<file path="config.mk">
export PLATFORM = sky130hd
export DESIGN_NAME = e603_subsys_icb2axi_flat
export DESIGN_NICKNAME = d
export VERILOG_FILES = /design/src/rtl/e603_subsys_icb2axi_pkg.sv /design/src/rtl/e603_subsys_icb2axi_if.sv /design/src/rtl/e603_subsys_icb2axi.sv /design/src/flat_wrapper.sv
export SDC_FILE = /design/constraint.sdc
export NUM_CORES = 1
export LEC_CHECK = 0
export ABC_AREA = 0
export CAP_MARGIN = 20
export CORE_AREA = 4 4 114 116
export CTS_BUF_LIST = sky130_fd_sc_hd__clkbuf_8
export DETAILED_ROUTE_END_ITERATION = 8
export DIE_AREA = 0 0 118 120
export DONT_BUFFER_PORTS = 1
export GPL_TIMING_DRIVEN = 0
export SETUP_SLACK_MARGIN = 0.1
export SLEW_MARGIN = 20
export SYNTH_ARGS = -nofsm -noshare
export SYNTH_HDL_FRONTEND = slang
export SYNTH_SLANG_ARGS = --single-unit
</file>
<file path="constraint.sdc">
create_clock -name clk -period 4.65 [get_ports clk]
set_clock_uncertainty 0.2 [all_clocks]
set_input_delay 0.465 -clock clk [delete_from_list [all_inputs] [get_ports clk]]
set_output_delay 0.465 -clock clk [all_outputs]
set_load 0.01 [all_outputs]
</file>
<file path="src/rtl/e603_subsys_icb2axi_pkg.sv">
// Shared encodings for the ICB-to-AXI single-outstanding bridge: FSM states,
// AXI burst/response constants and the response error decode.
package e603_subsys_icb2axi_pkg;

    typedef enum logic [2:0] {
        IDLE = 3'd0,
        RD_A = 3'd1,
        RD_D = 3'd2,
        WR_A = 3'd3,
        WR_B = 3'd4,
        RSP  = 3'd5
    } state_t;

    localparam logic [1:0] AXI_BURST_INCR  = 2'b01;

    localparam logic [1:0] AXI_RESP_OKAY   = 2'b00;
    localparam logic [1:0] AXI_RESP_EXOKAY = 2'b01;
    localparam logic [1:0] AXI_RESP_SLVERR = 2'b10;
    localparam logic [1:0] AXI_RESP_DECERR = 2'b11;

    // OKAY and EXOKAY are both success; only the slave/decode errors flag.
    function automatic logic resp_is_err(input logic [1:0] resp);
        return (resp == AXI_RESP_SLVERR) || (resp == AXI_RESP_DECERR);
    endfunction

endpackage

</file>
<file path="src/rtl/e603_subsys_icb2axi_if.sv">
// ICB command/response port and AXI4 single-beat port used by the bridge.
// The bridge is the ICB slave and the AXI master.
interface e603_subsys_icb2axi_icb_if #(
    parameter int AW = 32,
    parameter int DW = 32
);
    localparam int MW = DW / 8;

    logic          cmd_valid;
    logic          cmd_ready;
    logic          cmd_read;
    logic [AW-1:0] cmd_addr;
    logic [2:0]    cmd_size;
    logic [DW-1:0] cmd_wdata;
    logic [MW-1:0] cmd_wmask;
    logic          rsp_valid;
    logic          rsp_ready;
    logic [DW-1:0] rsp_rdata;
    logic          rsp_err;

    modport master (
        output cmd_valid, cmd_read, cmd_addr, cmd_size, cmd_wdata, cmd_wmask, rsp_ready,
        input  cmd_ready, rsp_valid, rsp_rdata, rsp_err
    );

    modport slave (
        input  cmd_valid, cmd_read, cmd_addr, cmd_size, cmd_wdata, cmd_wmask, rsp_ready,
        output cmd_ready, rsp_valid, rsp_rdata, rsp_err
    );
endinterface

interface e603_subsys_icb2axi_axi_if #(
    parameter int AW   = 32,
    parameter int DW   = 32,
    parameter int ID_W = 4
);
    localparam int MW = DW / 8;

    logic            arvalid;
    logic            arready;
    logic [ID_W-1:0] arid;
    logic [AW-1:0]   araddr;
    logic [2:0]      arsize;
    logic [7:0]      arlen;
    logic [1:0]      arburst;
    logic            awvalid;
    logic            awready;
    logic [ID_W-1:0] awid;
    logic [AW-1:0]   awaddr;
    logic [2:0]      awsize;
    logic [7:0]      awlen;
    logic [1:0]      awburst;
    logic            wvalid;
    logic            wready;
    logic [DW-1:0]   wdata;
    logic [MW-1:0]   wstrb;
    logic            wlast;
    logic            rvalid;
    logic            rready;
    logic [ID_W-1:0] rid;
    logic [DW-1:0]   rdata;
    logic [1:0]      rresp;
    logic            rlast;
    logic            bvalid;
    logic            bready;
    logic [ID_W-1:0] bid;
    logic [1:0]      bresp;

    modport master (
        output arvalid, arid, araddr, arsize, arlen, arburst,
        output awvalid, awid, awaddr, awsize, awlen, awburst,
        output wvalid, wdata, wstrb, wlast, rready, bready,
        input  arready, awready, wready,
        input  rvalid, rid, rdata, rresp, rlast,
        input  bvalid, bid, bresp
    );

    modport slave (
        input  arvalid, arid, araddr, arsize, arlen, arburst,
        input  awvalid, awid, awaddr, awsize, awlen, awburst,
        input  wvalid, wdata, wstrb, wlast, rready, bready,
        output arready, awready, wready,
        output rvalid, rid, rdata, rresp, rlast,
        output bvalid, bid, bresp
    );
endinterface

</file>
<file path="src/rtl/e603_subsys_icb2axi.sv">
// Single-outstanding ICB-to-AXI4 bridge: each ICB command becomes one len=0
// AXI transaction and returns exactly one ICB response.
module e603_subsys_icb2axi
    import e603_subsys_icb2axi_pkg::*;
#(
    parameter int              AW     = 32,
    parameter int              DW     = 32,
    parameter int              ID_W   = 4,
    parameter logic [ID_W-1:0] AXI_ID = '0
) (
    input  logic                              clk,
    input  logic                              rst_n,
    e603_subsys_icb2axi_icb_if.slave          icb,
    e603_subsys_icb2axi_axi_if.master         axi
);

    localparam int MW = DW / 8;

    state_t        state_q, state_d;
    logic          aw_done_q, aw_done_d;
    logic          w_done_q, w_done_d;
    logic [AW-1:0] addr_q;
    logic [2:0]    size_q;
    logic [DW-1:0] wdata_q;
    logic [MW-1:0] wmask_q;
    logic [DW-1:0] rdata_q;
    logic          err_q;

    logic cmd_fire, r_fire, b_fire;

    assign cmd_fire = (state_q == IDLE) && icb.cmd_valid;
    assign r_fire   = (state_q == RD_D) && axi.rvalid;
    assign b_fire   = (state_q == WR_B) && axi.bvalid;

    always_ff @(posedge clk or negedge rst_n) begin
        if (!rst_n) begin
            state_q   <= IDLE;
            aw_done_q <= 1'b0;
            w_done_q  <= 1'b0;
        end else begin
            state_q   <= state_d;
            aw_done_q <= aw_done_d;
            w_done_q  <= w_done_d;
        end
    end

    always_comb begin
        state_d   = state_q;
        aw_done_d = aw_done_q;
        w_done_d  = w_done_q;
        case (state_q)
            IDLE: begin
                if (icb.cmd_valid) state_d = icb.cmd_read ? RD_A : WR_A;
            end
            RD_A: begin
                if (axi.arready) state_d = RD_D;
            end
            RD_D: begin
                if (axi.rvalid) state_d = RSP;
            end
            WR_A: begin
                // AW and W complete independently; either order or the same cycle.
                aw_done_d = aw_done_q | axi.awready;
                w_done_d  = w_done_q  | axi.wready;
                if (aw_done_d && w_done_d) state_d = WR_B;
            end
            WR_B: begin
                if (axi.bvalid) state_d = RSP;
            end
            RSP: begin
                if (icb.rsp_ready) begin
                    state_d   = IDLE;
                    aw_done_d = 1'b0;
                    w_done_d  = 1'b0;
                end
            end
            default: state_d = IDLE;
        endcase
    end

    always_ff @(posedge clk or negedge rst_n) begin
        if (!rst_n) begin
            addr_q  <= '0;
            size_q  <= '0;
            wdata_q <= '0;
            wmask_q <= '0;
        end else if (cmd_fire) begin
            addr_q  <= icb.cmd_addr;
            size_q  <= icb.cmd_size;
            wdata_q <= icb.cmd_wdata;
            wmask_q <= icb.cmd_wmask;
        end
    end

    // Response payload is captured once and held through the whole RSP phase.
    always_ff @(posedge clk or negedge rst_n) begin
        if (!rst_n) begin
            rdata_q <= '0;
            err_q   <= 1'b0;
        end else if (r_fire) begin
            rdata_q <= axi.rdata;
            err_q   <= resp_is_err(axi.rresp) | ~axi.rlast | (axi.rid != AXI_ID);
        end else if (b_fire) begin
            rdata_q <= '0;
            err_q   <= resp_is_err(axi.bresp) | (axi.bid != AXI_ID);
        end
    end

    assign icb.cmd_ready = (state_q == IDLE);
    assign icb.rsp_valid = (state_q == RSP);
    assign icb.rsp_rdata = rdata_q;
    assign icb.rsp_err   = err_q;

    assign axi.arvalid = (state_q == RD_A);
    assign axi.arid    = AXI_ID;
    assign axi.araddr  = addr_q;
    assign axi.arsize  = size_q;
    assign axi.arlen   = 8'd0;
    assign axi.arburst = AXI_BURST_INCR;

    assign axi.awvalid = (state_q == WR_A) && !aw_done_q;
    assign axi.awid    = AXI_ID;
    assign axi.awaddr  = addr_q;
    assign axi.awsize  = size_q;
    assign axi.awlen   = 8'd0;
    assign axi.awburst = AXI_BURST_INCR;

    assign axi.wvalid  = (state_q == WR_A) && !w_done_q;
    assign axi.wdata   = wdata_q;
    assign axi.wstrb   = wmask_q;
    assign axi.wlast   = 1'b1;

    assign axi.rready  = (state_q == RD_D);
    assign axi.bready  = (state_q == WR_B);

endmodule

</file>
<file path="src/flat_wrapper.sv">
// flat-port wrapper written by rule: the top's interface ports become plain ports
module e603_subsys_icb2axi_flat import e603_subsys_icb2axi_pkg::*;
#(
    parameter int              AW     = 32,
    parameter int              DW     = 32,
    parameter int              ID_W   = 4,
    parameter logic [ID_W-1:0] AXI_ID = '0
)
  (clk, rst_n, icb_cmd_valid, icb_cmd_read, icb_cmd_addr, icb_cmd_size, icb_cmd_wdata, icb_cmd_wmask, icb_rsp_ready, icb_cmd_ready, icb_rsp_valid, icb_rsp_rdata, icb_rsp_err, axi_arvalid, axi_arid, axi_araddr, axi_arsize, axi_arlen, axi_arburst, axi_awvalid, axi_awid, axi_awaddr, axi_awsize, axi_awlen, axi_awburst, axi_wvalid, axi_wdata, axi_wstrb, axi_wlast, axi_rready, axi_bready, axi_arready, axi_awready, axi_wready, axi_rvalid, axi_rid, axi_rdata, axi_rresp, axi_rlast, axi_bvalid, axi_bid, axi_bresp);
  e603_subsys_icb2axi_icb_if #(.AW(AW), .DW(DW)) icb_i ();
  e603_subsys_icb2axi_axi_if #(.AW(AW), .DW(DW), .ID_W(ID_W)) axi_i ();
  input  logic clk;
  input  logic rst_n;
  input wire logic [$bits(icb_i.cmd_valid)-1:0] icb_cmd_valid;
  input wire logic [$bits(icb_i.cmd_read)-1:0] icb_cmd_read;
  input wire logic [$bits(icb_i.cmd_addr)-1:0] icb_cmd_addr;
  input wire logic [$bits(icb_i.cmd_size)-1:0] icb_cmd_size;
  input wire logic [$bits(icb_i.cmd_wdata)-1:0] icb_cmd_wdata;
  input wire logic [$bits(icb_i.cmd_wmask)-1:0] icb_cmd_wmask;
  input wire logic [$bits(icb_i.rsp_ready)-1:0] icb_rsp_ready;
  output wire logic [$bits(icb_i.cmd_ready)-1:0] icb_cmd_ready;
  output wire logic [$bits(icb_i.rsp_valid)-1:0] icb_rsp_valid;
  output wire logic [$bits(icb_i.rsp_rdata)-1:0] icb_rsp_rdata;
  output wire logic [$bits(icb_i.rsp_err)-1:0] icb_rsp_err;
  output wire logic [$bits(axi_i.arvalid)-1:0] axi_arvalid;
  output wire logic [$bits(axi_i.arid)-1:0] axi_arid;
  output wire logic [$bits(axi_i.araddr)-1:0] axi_araddr;
  output wire logic [$bits(axi_i.arsize)-1:0] axi_arsize;
  output wire logic [$bits(axi_i.arlen)-1:0] axi_arlen;
  output wire logic [$bits(axi_i.arburst)-1:0] axi_arburst;
  output wire logic [$bits(axi_i.awvalid)-1:0] axi_awvalid;
  output wire logic [$bits(axi_i.awid)-1:0] axi_awid;
  output wire logic [$bits(axi_i.awaddr)-1:0] axi_awaddr;
  output wire logic [$bits(axi_i.awsize)-1:0] axi_awsize;
  output wire logic [$bits(axi_i.awlen)-1:0] axi_awlen;
  output wire logic [$bits(axi_i.awburst)-1:0] axi_awburst;
  output wire logic [$bits(axi_i.wvalid)-1:0] axi_wvalid;
  output wire logic [$bits(axi_i.wdata)-1:0] axi_wdata;
  output wire logic [$bits(axi_i.wstrb)-1:0] axi_wstrb;
  output wire logic [$bits(axi_i.wlast)-1:0] axi_wlast;
  output wire logic [$bits(axi_i.rready)-1:0] axi_rready;
  output wire logic [$bits(axi_i.bready)-1:0] axi_bready;
  input wire logic [$bits(axi_i.arready)-1:0] axi_arready;
  input wire logic [$bits(axi_i.awready)-1:0] axi_awready;
  input wire logic [$bits(axi_i.wready)-1:0] axi_wready;
  input wire logic [$bits(axi_i.rvalid)-1:0] axi_rvalid;
  input wire logic [$bits(axi_i.rid)-1:0] axi_rid;
  input wire logic [$bits(axi_i.rdata)-1:0] axi_rdata;
  input wire logic [$bits(axi_i.rresp)-1:0] axi_rresp;
  input wire logic [$bits(axi_i.rlast)-1:0] axi_rlast;
  input wire logic [$bits(axi_i.bvalid)-1:0] axi_bvalid;
  input wire logic [$bits(axi_i.bid)-1:0] axi_bid;
  input wire logic [$bits(axi_i.bresp)-1:0] axi_bresp;
  assign icb_i.cmd_valid = icb_cmd_valid;
  assign icb_i.cmd_read = icb_cmd_read;
  assign icb_i.cmd_addr = icb_cmd_addr;
  assign icb_i.cmd_size = icb_cmd_size;
  assign icb_i.cmd_wdata = icb_cmd_wdata;
  assign icb_i.cmd_wmask = icb_cmd_wmask;
  assign icb_i.rsp_ready = icb_rsp_ready;
  assign icb_cmd_ready = icb_i.cmd_ready;
  assign icb_rsp_valid = icb_i.rsp_valid;
  assign icb_rsp_rdata = icb_i.rsp_rdata;
  assign icb_rsp_err = icb_i.rsp_err;
  assign axi_arvalid = axi_i.arvalid;
  assign axi_arid = axi_i.arid;
  assign axi_araddr = axi_i.araddr;
  assign axi_arsize = axi_i.arsize;
  assign axi_arlen = axi_i.arlen;
  assign axi_arburst = axi_i.arburst;
  assign axi_awvalid = axi_i.awvalid;
  assign axi_awid = axi_i.awid;
  assign axi_awaddr = axi_i.awaddr;
  assign axi_awsize = axi_i.awsize;
  assign axi_awlen = axi_i.awlen;
  assign axi_awburst = axi_i.awburst;
  assign axi_wvalid = axi_i.wvalid;
  assign axi_wdata = axi_i.wdata;
  assign axi_wstrb = axi_i.wstrb;
  assign axi_wlast = axi_i.wlast;
  assign axi_rready = axi_i.rready;
  assign axi_bready = axi_i.bready;
  assign axi_i.arready = axi_arready;
  assign axi_i.awready = axi_awready;
  assign axi_i.wready = axi_wready;
  assign axi_i.rvalid = axi_rvalid;
  assign axi_i.rid = axi_rid;
  assign axi_i.rdata = axi_rdata;
  assign axi_i.rresp = axi_rresp;
  assign axi_i.rlast = axi_rlast;
  assign axi_i.bvalid = axi_bvalid;
  assign axi_i.bid = axi_bid;
  assign axi_i.bresp = axi_bresp;
  e603_subsys_icb2axi #(.AW(AW), .DW(DW), .ID_W(ID_W), .AXI_ID(AXI_ID)) u_core (.clk(clk), .rst_n(rst_n), .icb(icb_i), .axi(axi_i));
endmodule
</file>
### Word-level counts from Yosys, hierarchy flattened

Index checks and enable logic that the tools add are counted.

* bits of input ports: 126
* bits in registers: 109
* output and inout port bits: 175
* word-level logic and storage cells: 62

* eq/ne operators: 15
* bitwise operators: 6
* muxes and demuxes: 15
* reduce and logical (&&, ||, !) cells: 17

Operators with widths (number)
* 32-bit 2-to-1 mux: 2
* 3-bit 2-to-1 mux: 6
* 3-bit case mux with 6 select lines: 1
* 2-bit == test (second input constant): 4
* 2-bit by 1-bit != test with 1-bit output (second input constant): 4
* 4-bit nonzero test: 2
* 3-bit by 2-bit == test with 1-bit output (second input constant): 2
* 3-bit == test (second input constant): 2
* 1-bit logical AND: 6
* 6-bit AND reduction: 1
* 1-bit bitwise OR: 5
* 2-bit != test (second input constant): 2
* 1-bit case mux with 2 select lines: 2
* 2-bit nonzero test: 2
* 3-bit by 1-bit == test with 1-bit output (second input constant): 1
* 3-bit logical NOT: 1
* 1-bit 2-to-1 mux: 3
* 1-bit logical NOT: 2
* 1-bit logical OR: 2
* 2-bit 2-to-1 mux: 1
* 2-bit AND reduction: 1
* 1-bit NOT: 1

### Longest topological paths before layout

* depth after elaboration: 5
* gate-level depth with buffers: 7
* depth with buffers taken out: 4

### Worst setup path after synthesis

OpenSTA, ideal clock, no wires.

* path type: reg2reg
* start: register u_core.state_q[0]
* end: register u_core.addr_q[17], in the netlist u_core.axi.araddr[17]
* setup time: 0.125 ns
* arrival: 1.482 ns
* cell stages (with the launch flop): 6
* period minus slack after synthesis: 1.807 ns
* buffers on the path: 2
* required time: 4.325 ns
* setup slack: 2.843 ns
* path through: dfrtp_1 > buf_2 > nand2b_4 > nor3_4 > buf_6 > mux2_2

* word-level cells in the longest chain between the ends: 2

RTL lines
* from (decl): line e603_subsys_icb2axi.sv:19 `state_t state_q, state_d;`
* from (signal assigned): line e603_subsys_icb2axi.sv:41 `state_q <= state_d;`
* 3-bit logical NOT: line e603_subsys_icb2axi.sv:31 `assign cmd_fire = (state_q == IDLE) && icb.cmd_valid;`
* 1-bit logical AND: line e603_subsys_icb2axi.sv:31
* to (signal assigned): line e603_subsys_icb2axi.sv:88 `addr_q <= icb.cmd_addr;`
* to (decl): line e603_subsys_icb2axi.sv:22 `logic [AW-1:0] addr_q;`

No other way between the ends.
A chain may end at the register's enable or synchronous reset.

### Worst setup path after layout

* start: register u_core.state_q[1]
* end: output axi_bready

* word-level cells in the longest chain between the ends: 1

RTL lines
* 3-bit == test: line e603_subsys_icb2axi.sv:134 `assign axi.bready = (state_q == WR_B);`
* to (decl): line flat_wrapper.sv:42 `output wire logic [$bits(axi_i.bready)-1:0] axi_bready;`

No other way between the ends.

==> results.tsv <==
metric	value	unit
Final min period	2.29	ns
Post-Syn Area	4730	sq um
final hold violation count	0	
crit path cell chain	buf_4 > nor3b_1	
Worst VDD drop	0.279	mV
Port Buffer Count	0	
root buf cell	clkbuf_8	
critical path's slowest cell	nor3b_1	
# H-tree levels	3	
Top Family by Delay on Critical Path	simple AND/OR/NAND/NOR gates	
post-synthesis sequential area ratio	0.577	
library cells used by synthesis	34	
layout net count	507	
vias in the first global route	2850	
Vias	2709	
CP arrival	1.63	ns
fin crit share	0.493	
routability cong.	0.717	
TritonCTS clock tree	done	
fillers	1102	
Crit. End Element	output pin	
Tightest Pin Transition	0.821	ns
first-pass GRT wire length	16200	microns
aggregate negative setup slack	0	ns
clk_lat worst skew	0.35	ns
most frequent cells in the layout	dfrtp_1 (109), buf_4 (66), mux2_2 (65)	
asr flop ratio synth	1.00	
Starting DRT DRC Count	99	
ANT nets after route	0	
flop2flop setup slack	2.58	ns
share of post-route cells with drive strength above 1	0.439	
maximum clock rate	436	MHz
Post-DP HPWL	8610	microns
Post-Route WL	10900	microns
CP bufs+invs	1	
DRC errors left	0	
slew margin rel.	0.451	
worst endpoint required time	3.98	ns
area of the core	11900	sq um
status	complete, no violations	
Syn Inst Count	341	
drt via density	5.09	
Reg clk slew, reported paths	0.10	ns
area grow syn2layout	10.3	%
Die Footprint	14200	sq um
max-slew violation count	0	
Synth Register Bits	109	
Clock Path Buffers	2	
largest net degree at the start of global routing	110	
WS Path Type	reg2out	
Initial Utilization	0.397	
Post-synth EDFFs	0	
main flop type after synthesis	dfrtp_1	
Hold Path Class	in2reg	
startpoint types	flop	
Wirelength per Cell	20.5	microns
max_cap viols	0	
GRT Total Usage	0.148	
commonest non-fill, non-tap cell in the layout	dfrtp_1	
die height	120	microns
# diodes	0	
First-pass DRT Iterations	5	
grt total ovfl	0	
leakage	0.00244	uW
pwr dens	718	nW/um^2
CTS buffer count	9	
delay of the slowest critical-path stage	0.69	ns
initial antenna violation count	0	
synth warn	0	
Avg Synthesized Cell Area	13.9	sq um
Clock Sinks	109	
std cell rows	40	
die width	118	microns
post-cts sizing count	0	
final setup vio count	0	
RSZ-0062 raised after global routing	no	
CP max FO	10	
Fin Hold WS	0.0387	ns
num ports	301	
[cell type report]
type | count | area, sq um | share of cell area
flip-flops and latches | 109 | 2730 | 0.523
multi-input cells | 176 | 1480 | 0.284
plain buffers | 83 | 623 | 0.119
well taps | 147 | 184 | 0.0353
clock buffers | 9 | 124 | 0.0238
clock inverters | 6 | 40.0 | 0.00768
repair buffers | 2 | 37.5 | 0.00720
[Yosys cell counts, types with 2 or more instances]
library cell  count  area share
a21oi_1           2      0.0021
a22o_1           32       0.059
a31oi_1           2      0.0026
and2_1            3      0.0040
buf_2             8      0.0085
buf_4            66        0.10
buf_6             7       0.017
conb_1            2      0.0016
dfrtp_1         109        0.58
mux2_1            7       0.017
mux2_2           65        0.15
nand2_1           4      0.0032
nand2b_1          3      0.0040
nand3_1           2      0.0021
nor2_1            4      0.0032
nor3_1            2      0.0021
o21ai_0           5      0.0053
o31ai_1           2      0.0032
[metrics by stage]
step           power, uW  cells  worst slack, ns  area [sq um]   util
4_1_cts             3810    532             2.33          5220  0.438
3_3_place_gp        3230    515             2.55          5010  0.421
6_report            3740    532             2.36          5220  0.438
3_5_place_dp        3280    515             2.54          5010  0.421
2_1_floorplan       2970    368             2.84          4830      -
5_1_grt             3990    532             2.25          5220  0.438
[report_power, final]
part / total, uW / switching (uW) / internal (uW)
logic: 1250 / 525 / 722
registers: 2000 / 593 / 1400
clock network: 501 / 308 / 192
[worst register-to-register path, delay by kind of cell, from the launching register on]
family                 cells  cell delay, ns
flip-flops                 1            0.37
buffers and inverters      2            0.43
AND/OR/NAND/NOR            2            0.62
multiplexers               1            0.35
[cells by family (layout without fill, tap and decap cells)]
group | after synthesis | count (layout) | synth area share
flops | 109 | 109 | 0.577
simple gates | 29 | 29 | 0.0405
mux | 72 | 72 | 0.171
compound gates | 46 | 46 | 0.0778
other cells | 2 | 29 | 0.00159
buf+inv | 83 | 100 | 0.132
[sequential cells by signal, summed over array words and instances (netlist names)]
name                  flops
u_core.aw_done_q          1
u_core.axi.araddr        32
u_core.axi.arsize         3
u_core.axi.wdata         32
u_core.axi.wstrb          4
u_core.icb.rsp_err        1
u_core.icb.rsp_rdata     32
u_core.state_q            3
u_core.w_done_q           1
[final timing paths]
path / end / from / cells after the start
max: axi_bready / u_core.state_q[1]$_DFFE_PN0P_ / 2
min reg2reg: u_core.icb.rsp_rdata[26]$_DFFE_PN0P_ / u_core.icb.rsp_rdata[26]$_DFFE_PN0P_ / 1
max in group asynchronous: u_core.axi.wstrb[1]$_DFFE_PN0P_ / rst_n / 2
min: u_core.axi.wdata[11]$_DFFE_PN0P_ / icb_cmd_wdata[11] / 1
max reg2reg: u_core.axi.wdata[4]$_DFFE_PN0P_ / u_core.state_q[0]$_DFFE_PN0P_ / 5
min in group asynchronous: u_core.axi.wdata[17]$_DFFE_PN0P_ / rst_n / 2
[layer usage]
layer / vias to the layer above / track usage / share of wire
met4: 0 / 0.0447 / 0.011
met1: 1330 / 0.155 / 0.34
met5: - / 0 / 0
met3: 9 / 0.0726 / 0.12
li1: 1178 / - / -
met2: 192 / 0.262 / 0.53
[timing repair]
| item | 4_1_cts | 5_1_grt |
|---|---|---|
| hold endpoints to repair | 109 | 0 |
| hold buffers | 2 | 0 |
| setup buffers | 0 | 0 |
(Power assumes the default switching activity.)
